$ cat config.mk
export PLATFORM = sky130hd
export DESIGN_NAME = i2c_write_ctrl
export DESIGN_NICKNAME = d
export VERILOG_FILES = /design/src/rtl/i2c_write_ctrl.sv
export SDC_FILE = /design/constraint.sdc
export NUM_CORES = 1
export LEC_CHECK = 0
export CORE_MARGIN = 4
export CORE_UTILIZATION = 45
export DETAILED_ROUTE_END_ITERATION = 8
export GPL_TIMING_DRIVEN = 0
export PLACE_DENSITY = 0.6
export SYNTH_ARGS = -nofsm -noshare
export SYNTH_HDL_FRONTEND = slang
export SYNTH_SLANG_ARGS = --single-unit
$ cat constraint.sdc
create_clock -name clk -period 3.4 [get_ports clk]
set_input_delay 0.34 -clock clk [delete_from_list [all_inputs] [get_ports clk]]
set_output_delay 0.34 -clock clk [all_outputs]
set_load 0.05 [all_outputs]
$ cat src/rtl/i2c_write_ctrl.sv
// i2c_write_ctrl: queues register-write commands and sequences them onto an
// I2C byte sender as three bytes: {DEV_ADDR, W}, register address, data.
//
// Ports:
//   clk, rst_n          clock; asynchronous active-low reset
//   cmd_valid/cmd_ready command handshake into a 4-entry FIFO
//   cmd_reg, cmd_data   register address and data byte of a write command
//   pre_ready           one-cycle pulse: pre_data holds a byte for the sender
//   pre_data, pre_last  byte to send; pre_last marks the final byte (STOP after)
//   byte_done, byte_ack sender's per-byte completion pulse and sampled ACK
//   busy                a transaction is in progress
//   wr_done, wr_err     one-cycle completion / abort pulses
//   err_code            01 = NACK, 10 = timeout; held until the next wr_err
//   fifo_count          number of queued commands, 0..4
module i2c_write_ctrl #(
    parameter logic [6:0]  DEV_ADDR = 7'h50,
    parameter int unsigned TIMEOUT  = 1000
) (
    input  logic       clk,
    input  logic       rst_n,
    input  logic       cmd_valid,
    output logic       cmd_ready,
    input  logic [7:0] cmd_reg,
    input  logic [7:0] cmd_data,
    output logic       pre_ready,
    output logic [7:0] pre_data,
    output logic       pre_last,
    input  logic       byte_done,
    input  logic       byte_ack,
    output logic       busy,
    output logic       wr_done,
    output logic       wr_err,
    output logic [1:0] err_code,
    output logic [2:0] fifo_count
);

    // Counter only needs to reach TIMEOUT-1: the timeout fires on the cycle
    // it would have become TIMEOUT.
    localparam int unsigned     CNT_W    = (TIMEOUT > 1) ? $clog2(TIMEOUT) : 1;
    localparam logic [CNT_W-1:0] TMO_LAST = CNT_W'(TIMEOUT - 1);

    typedef enum logic [2:0] {
        IDLE   = 3'd0,
        SEND_A = 3'd1,
        WAIT_A = 3'd2,
        SEND_R = 3'd3,
        WAIT_R = 3'd4,
        SEND_D = 3'd5,
        WAIT_D = 3'd6,
        FIN    = 3'd7
    } state_t;

    // Where an ACKed byte leads from each wait state.
    function automatic state_t ack_next(input state_t s);
        state_t n;
        case (s)
            WAIT_A:  n = SEND_R;
            WAIT_R:  n = SEND_D;
            WAIT_D:  n = FIN;
            default: n = IDLE;
        endcase
        return n;
    endfunction

    state_t           state_r, state_s;
    logic [15:0]      fifo_mem_r [4];
    logic [1:0]       wr_ptr_r, rd_ptr_r;
    logic [2:0]       count_r, count_s;
    logic             cmd_ready_r;
    logic [15:0]      hold_r;
    logic [CNT_W-1:0] tmo_cnt_r;
    logic             push_s, pop_s, is_wait_s;

    logic             pre_ready_r, pre_ready_s;
    logic [7:0]       pre_data_r, pre_data_s;
    logic             pre_last_r, pre_last_s;
    logic             busy_r;
    logic             wr_done_r, wr_done_s;
    logic             wr_err_r, wr_err_s;
    logic [1:0]       err_code_r, err_code_s;

    assign push_s    = cmd_valid && cmd_ready_r;
    assign pop_s     = (state_r == IDLE) && (count_r != 3'd0);
    assign is_wait_s = (state_r == WAIT_A) || (state_r == WAIT_R) || (state_r == WAIT_D);

    assign cmd_ready  = cmd_ready_r;
    assign fifo_count = count_r;
    assign pre_ready  = pre_ready_r;
    assign pre_data   = pre_data_r;
    assign pre_last   = pre_last_r;
    assign busy       = busy_r;
    assign wr_done    = wr_done_r;
    assign wr_err     = wr_err_r;
    assign err_code   = err_code_r;

    // Next FIFO occupancy; a push and pop on the same edge cancel out.
    always_comb begin
        count_s = count_r;
        case ({push_s, pop_s})
            2'b10:   count_s = count_r + 3'd1;
            2'b01:   count_s = count_r - 3'd1;
            default: count_s = count_r;
        endcase
    end

    // FIFO storage, wrapping pointers, occupancy and registered ready.
    always_ff @(posedge clk or negedge rst_n) begin
        if (!rst_n) begin
            for (int i = 0; i < 4; i++) begin
                fifo_mem_r[i] <= 16'h0000;
            end
            wr_ptr_r    <= 2'd0;
            rd_ptr_r    <= 2'd0;
            count_r     <= 3'd0;
            cmd_ready_r <= 1'b1;
        end else begin
            if (push_s) begin
                fifo_mem_r[wr_ptr_r] <= {cmd_reg, cmd_data};
                wr_ptr_r             <= wr_ptr_r + 2'd1;
            end
            if (pop_s) begin
                rd_ptr_r <= rd_ptr_r + 2'd1;
            end
            count_r     <= count_s;
            cmd_ready_r <= (count_s != 3'd4);
        end
    end

    // Holding register for the command currently being sent.
    always_ff @(posedge clk or negedge rst_n) begin
        if (!rst_n) begin
            hold_r <= 16'h0000;
        end else if (pop_s) begin
            hold_r <= fifo_mem_r[rd_ptr_r];
        end
    end

    // Per-byte timeout counter: runs only while staying in the same wait
    // state, so it restarts from zero on every wait-state entry.
    always_ff @(posedge clk or negedge rst_n) begin
        if (!rst_n) begin
            tmo_cnt_r <= {CNT_W{1'b0}};
        end else if (is_wait_s && (state_s == state_r)) begin
            tmo_cnt_r <= tmo_cnt_r + CNT_W'(1);
        end else begin
            tmo_cnt_r <= {CNT_W{1'b0}};
        end
    end

    // Next-state and next-output logic; all outputs are registered below.
    always_comb begin
        state_s     = state_r;
        pre_ready_s = 1'b0;
        pre_data_s  = pre_data_r;
        pre_last_s  = pre_last_r;
        wr_done_s   = 1'b0;
        wr_err_s    = 1'b0;
        err_code_s  = err_code_r;
        case (state_r)
            IDLE: begin
                if (count_r != 3'd0) begin
                    state_s = SEND_A;
                end else begin
                    state_s = IDLE;
                end
            end
            SEND_A: begin
                pre_ready_s = 1'b1;
                pre_data_s  = {DEV_ADDR, 1'b0};
                state_s     = WAIT_A;
            end
            SEND_R: begin
                pre_ready_s = 1'b1;
                pre_data_s  = hold_r[15:8];
                state_s     = WAIT_R;
            end
            SEND_D: begin
                pre_ready_s = 1'b1;
                pre_data_s  = hold_r[7:0];
                pre_last_s  = 1'b1;
                state_s     = WAIT_D;
            end
            WAIT_A, WAIT_R, WAIT_D: begin
                if (byte_done) begin
                    pre_last_s = 1'b0;
                    if (byte_ack) begin
                        state_s   = ack_next(state_r);
                        wr_done_s = (state_r == WAIT_D);
                    end else begin
                        state_s    = IDLE;
                        wr_err_s   = 1'b1;
                        err_code_s = 2'b01;
                    end
                end else if (tmo_cnt_r == TMO_LAST) begin
                    state_s    = IDLE;
                    pre_last_s = 1'b0;
                    wr_err_s   = 1'b1;
                    err_code_s = 2'b10;
                end else begin
                    state_s = state_r;
                end
            end
            FIN: begin
                state_s = IDLE;
            end
            default: begin
                state_s = IDLE;
            end
        endcase
    end

    // State and output registers. wr_done is raised on entry to FIN so the
    // pulse coincides with the FIN cycle.
    always_ff @(posedge clk or negedge rst_n) begin
        if (!rst_n) begin
            state_r     <= IDLE;
            pre_ready_r <= 1'b0;
            pre_data_r  <= 8'h00;
            pre_last_r  <= 1'b0;
            busy_r      <= 1'b0;
            wr_done_r   <= 1'b0;
            wr_err_r    <= 1'b0;
            err_code_r  <= 2'b00;
        end else begin
            state_r     <= state_s;
            pre_ready_r <= pre_ready_s;
            pre_data_r  <= pre_data_s;
            pre_last_r  <= pre_last_s;
            busy_r      <= (state_s != IDLE);
            wr_done_r   <= wr_done_s;
            wr_err_r    <= wr_err_s;
            err_code_r  <= err_code_s;
        end
    end

endmodule

==> results by group <==
Cells and area
  – Fillers: 904
  – Final Util: 0.569
  – Area of the multi-input gates: a little over 2000 µm²
  – Most frequent cells in the layout: dfrtp_1 (115), mux2_2 (73), clkdlybuf4s50_1 (37), nor2_1 (17), clkbuf_16 (17)
  – Post-Layout Inst Area: approximately 6200 µm²
  – Layout cells sized above 1: 0.339
  – Commonest non-fill, non-tap cell in the layout: dfrtp_1
  – Sequential Area: 2900 µm²
  – Post-layout nets: between 400 and 500
  – Synth-to-Final Area Change: 22.6%
  – Fin cells: about 560
  – # diodes: 0

Clocking
  – Skew-Pair Late Insertion Delay: roughly 400 ps
  – CTS root buffer: clkbuf_16
  – Clk pin slew, worst setup/hold paths: 50 ps
  – Post-cts resize count: 0
  – CTS Sinks: about 120
  – H-tree depth: 4
  – Inserted Clock Buffers: 17
  – TritonCTS clock tree: built
  – CTS Buffer Depth: 2

Placed design
  – Placed instance area: approximately 5700 µm²
  – # port buffers: 38
  – Hpwl dp: between 6 and 7 mm
  – Dpl cells: between 500 and 600
  – GP Congestion: about 0.76

Yosys
  – Synth warn: 0
  – Yosys cell types: between 40 and 50
  – Synth Instances: around 350
  – Top FF cell, synth: dfrtp_1
  – Synth Net Count: about 380
  – FF+latch count, synth: approximately 120
  – Asr flop ratio synth: 1.00
  – Number of synthesized flops with an enable pin: 0
  – Mapped Avg Cell Area: between 10 and 15 µm²
  – Mapped Area: 5080 µm²
  – Seq/Total Area, Yosys: 0.572

STA
  – Worst slew pin tran: a little under 700 ps
  – Unrepaired setup endpoints after global routing: false
  – Pins over their slew limit: 0
  – Worst relative slew slack: 0.550
  – Final critical-path share of the clock period: 0.752
  – Setup violations, final: 0
  – Worst Skew: slightly below 7 ps
  – Fin. Hold Viols: 0
  – Hold_ws: 338 ps
  – Max Freq: 391 MHz
  – Post-route minimum period: 2560 ps

Pwr
  – P_int: 4.51 mW
  – Switching Fraction: 0.317
  – Sw Pwr: approximately 2.1 mW
  – Peak VDD IR: 667 µV
  – Register share of total power: 0.359
  – LEAKAGE: 2.69 nW
  – Clock power share: 0.253
  – Pwr dens: roughly 1100 nW/µm²
  – Combinational power share: 0.387

Global route
  – First-pass GRT wire length: roughly 17 mm
  – Overall Global Routing Usage: 0.166
  – GR Overflow Total: 0
  – Pin count of the biggest net entering global routing: 78
  – Initial antenna violation count: 0
  – Vias in the first global route: about 3200

Worst setup path
  – R2R cell count: 10
  – Crit. End Element: register
  – Worst r2r src: state_r[1]
  – WP data required: about 3700 ps
  – Worst EP arrival: around 2900 ps
  – FF-to-FF End: cmd_ready
  – Reg2Reg Setup Slack: around 840 ps
  – Critical path type: reg2reg
  – Startpoint Class: register
  – Worst Path Max Fanout: 10

Drt
  – WL per Instance: roughly 17 µm
  – # DRC: 0
  – Vias: around 3000
  – First DRT Iteration DRCs: 174
  – Detailed Route WL: 9.55 mm
  – TritonRoute pass-1 iters: 4
  – Remaining antenna violation count: 0
  – Via density per instance: around 5.4

Floorplan
  – Rows: 38
  – Die area: 13000 µm²
  – Top Ports: 40
  – Initial Util: 0.464
  – Die Wd: roughly 110 µm
  – Core area: 10900 µm²
  – Die Y: roughly 110 µm

Worst hold path
  – Worst Hold End: wr_ptr_r[0]
  – Hold path startpoint: cmd_valid
  – Worst hold path class: in2reg
  – Hold Path Stages: 3

Job
  – Maxcap violations: 0

Status
  – Outcome: finished, final reports clean
metal layers:
| layer | track usage | vias to the layer above | part of all wire |
|---|---|---|---|
| met5 | 0 | - | 0 |
| met4 | 0.0475 | 0 | 0.010 |
| met3 | 0.0523 | 8 | 0.038 |
| met2 | 0.264 | 53 | 0.49 |
| met1 | 0.220 | 1521 | 0.46 |
| li1 | - | 1394 | - |
registers in the layout, indices dropped and copies added (netlist names):
signal	count
pre_data	8
hold_r	16
fifo_count	3
state_r	3
wr_err	1
pre_last	1
rd_ptr_r	2
err_code	2
pre_ready	1
tmo_cnt_r	10
busy	1
cmd_ready	1
wr_ptr_r	2
wr_done	1
fifo_mem_r	64
worst max-delay path by stage:
stage                              from        endpoint  slack (ps)  depth (start not counted)
final                        state_r[1]       cmd_ready         840                         10
after global routing         state_r[0]       cmd_ready         700                         10
after CTS                    state_r[0]       cmd_ready         820                         10
after detailed placement     state_r[0]       cmd_ready         840                         10
after global placement            rst_n  fifo_mem_r[10]       -2370                          1
after floorplan           fifo_count[0]       cmd_ready         780                         11
power groups by stage:
stage	Sequential (mW)	Clock (mW)	Combinational (mW)
after floorplan	2.57	0	1.73
after global placement	2.37	0	2.53
after detailed placement	2.40	0	2.59
after CTS	2.38	1.72	2.61
after global routing	2.46	1.77	2.79
final	2.38	1.67	2.56
layout make-up:
type                            instances  share of cell area
Timing Repair Buffer                   40              0.0673
Tap cell                              140              0.0281
Clock buffer                           22              0.0762
Inverter                                9             0.00623
Clock inverter                          6              0.0129
Buffer                                 14              0.0153
Sequential cell                       116               0.466
Multi-Input combinational cell        209               0.328
per-stage QoR:
stage / power (mW) / setup TNS [ps] / setup WS (ps)
final: 6.61 / 0 / 842
after global routing: 7.02 / 0 / 698
after CTS: 6.71 / 0 / 825
after detailed placement: 5.00 / 0 / 844
after global placement: 4.90 / -272380 / -2370
after floorplan: 4.30 / 0 / 777
critical path: stages, from the launching register on:
cell,delay (ps)
dfrtp_1,450
or4_4,590
clkinv_4,120
buf_12,150
ha_1,190
inv_1,60
fa_1,370
xor2_1,150
nor2_1,130
xor2_1,190
nand2_1,70
synth_stat cells (2+ instances only):
| cell type | count | share of area |
|---|---|---|
| mux2_2 | 73 | 0.16 |
| nor2_1 | 17 | 0.013 |
| a21oi_1 | 6 | 0.0059 |
| mux4_2 | 16 | 0.071 |
| clkbuf_1 | 4 | 0.0030 |
| o22ai_1 | 2 | 0.0025 |
| nand2_1 | 12 | 0.0089 |
| xor2_1 | 6 | 0.010 |
| nand2b_1 | 3 | 0.0037 |
| xnor2_1 | 4 | 0.0069 |
| o21ai_0 | 9 | 0.0089 |
| a22oi_1 | 2 | 0.0030 |
| nor2b_1 | 2 | 0.0025 |
| dfrtp_1 | 115 | 0.57 |
| and3_1 | 3 | 0.0037 |
| ha_1 | 6 | 0.015 |
| a22o_1 | 12 | 0.021 |
| buf_2 | 6 | 0.0059 |
| mux2i_1 | 2 | 0.0039 |
| inv_1 | 8 | 0.0059 |
| nor3_1 | 4 | 0.0039 |
| nand3_1 | 9 | 0.0089 |
| mux2_4 | 8 | 0.024 |
| buf_6 | 2 | 0.0044 |
logic make-up after synthesis:
logic type	synth area share
flip-flops	0.572
multiplexers	0.260
AND/OR/NAND/NOR	0.0537
AO/OA/AOI/OAI	0.0485
buffers and inverters	0.0264
XOR/XNOR	0.0204
adder cells (fa/ha/maj)	0.0187
repair_timing:
action                    CTS  global route
buffers inserted            0             0
hold endpoints to repair   38             0
hold buffers                1             0
(Power assumes the default switching activity.)
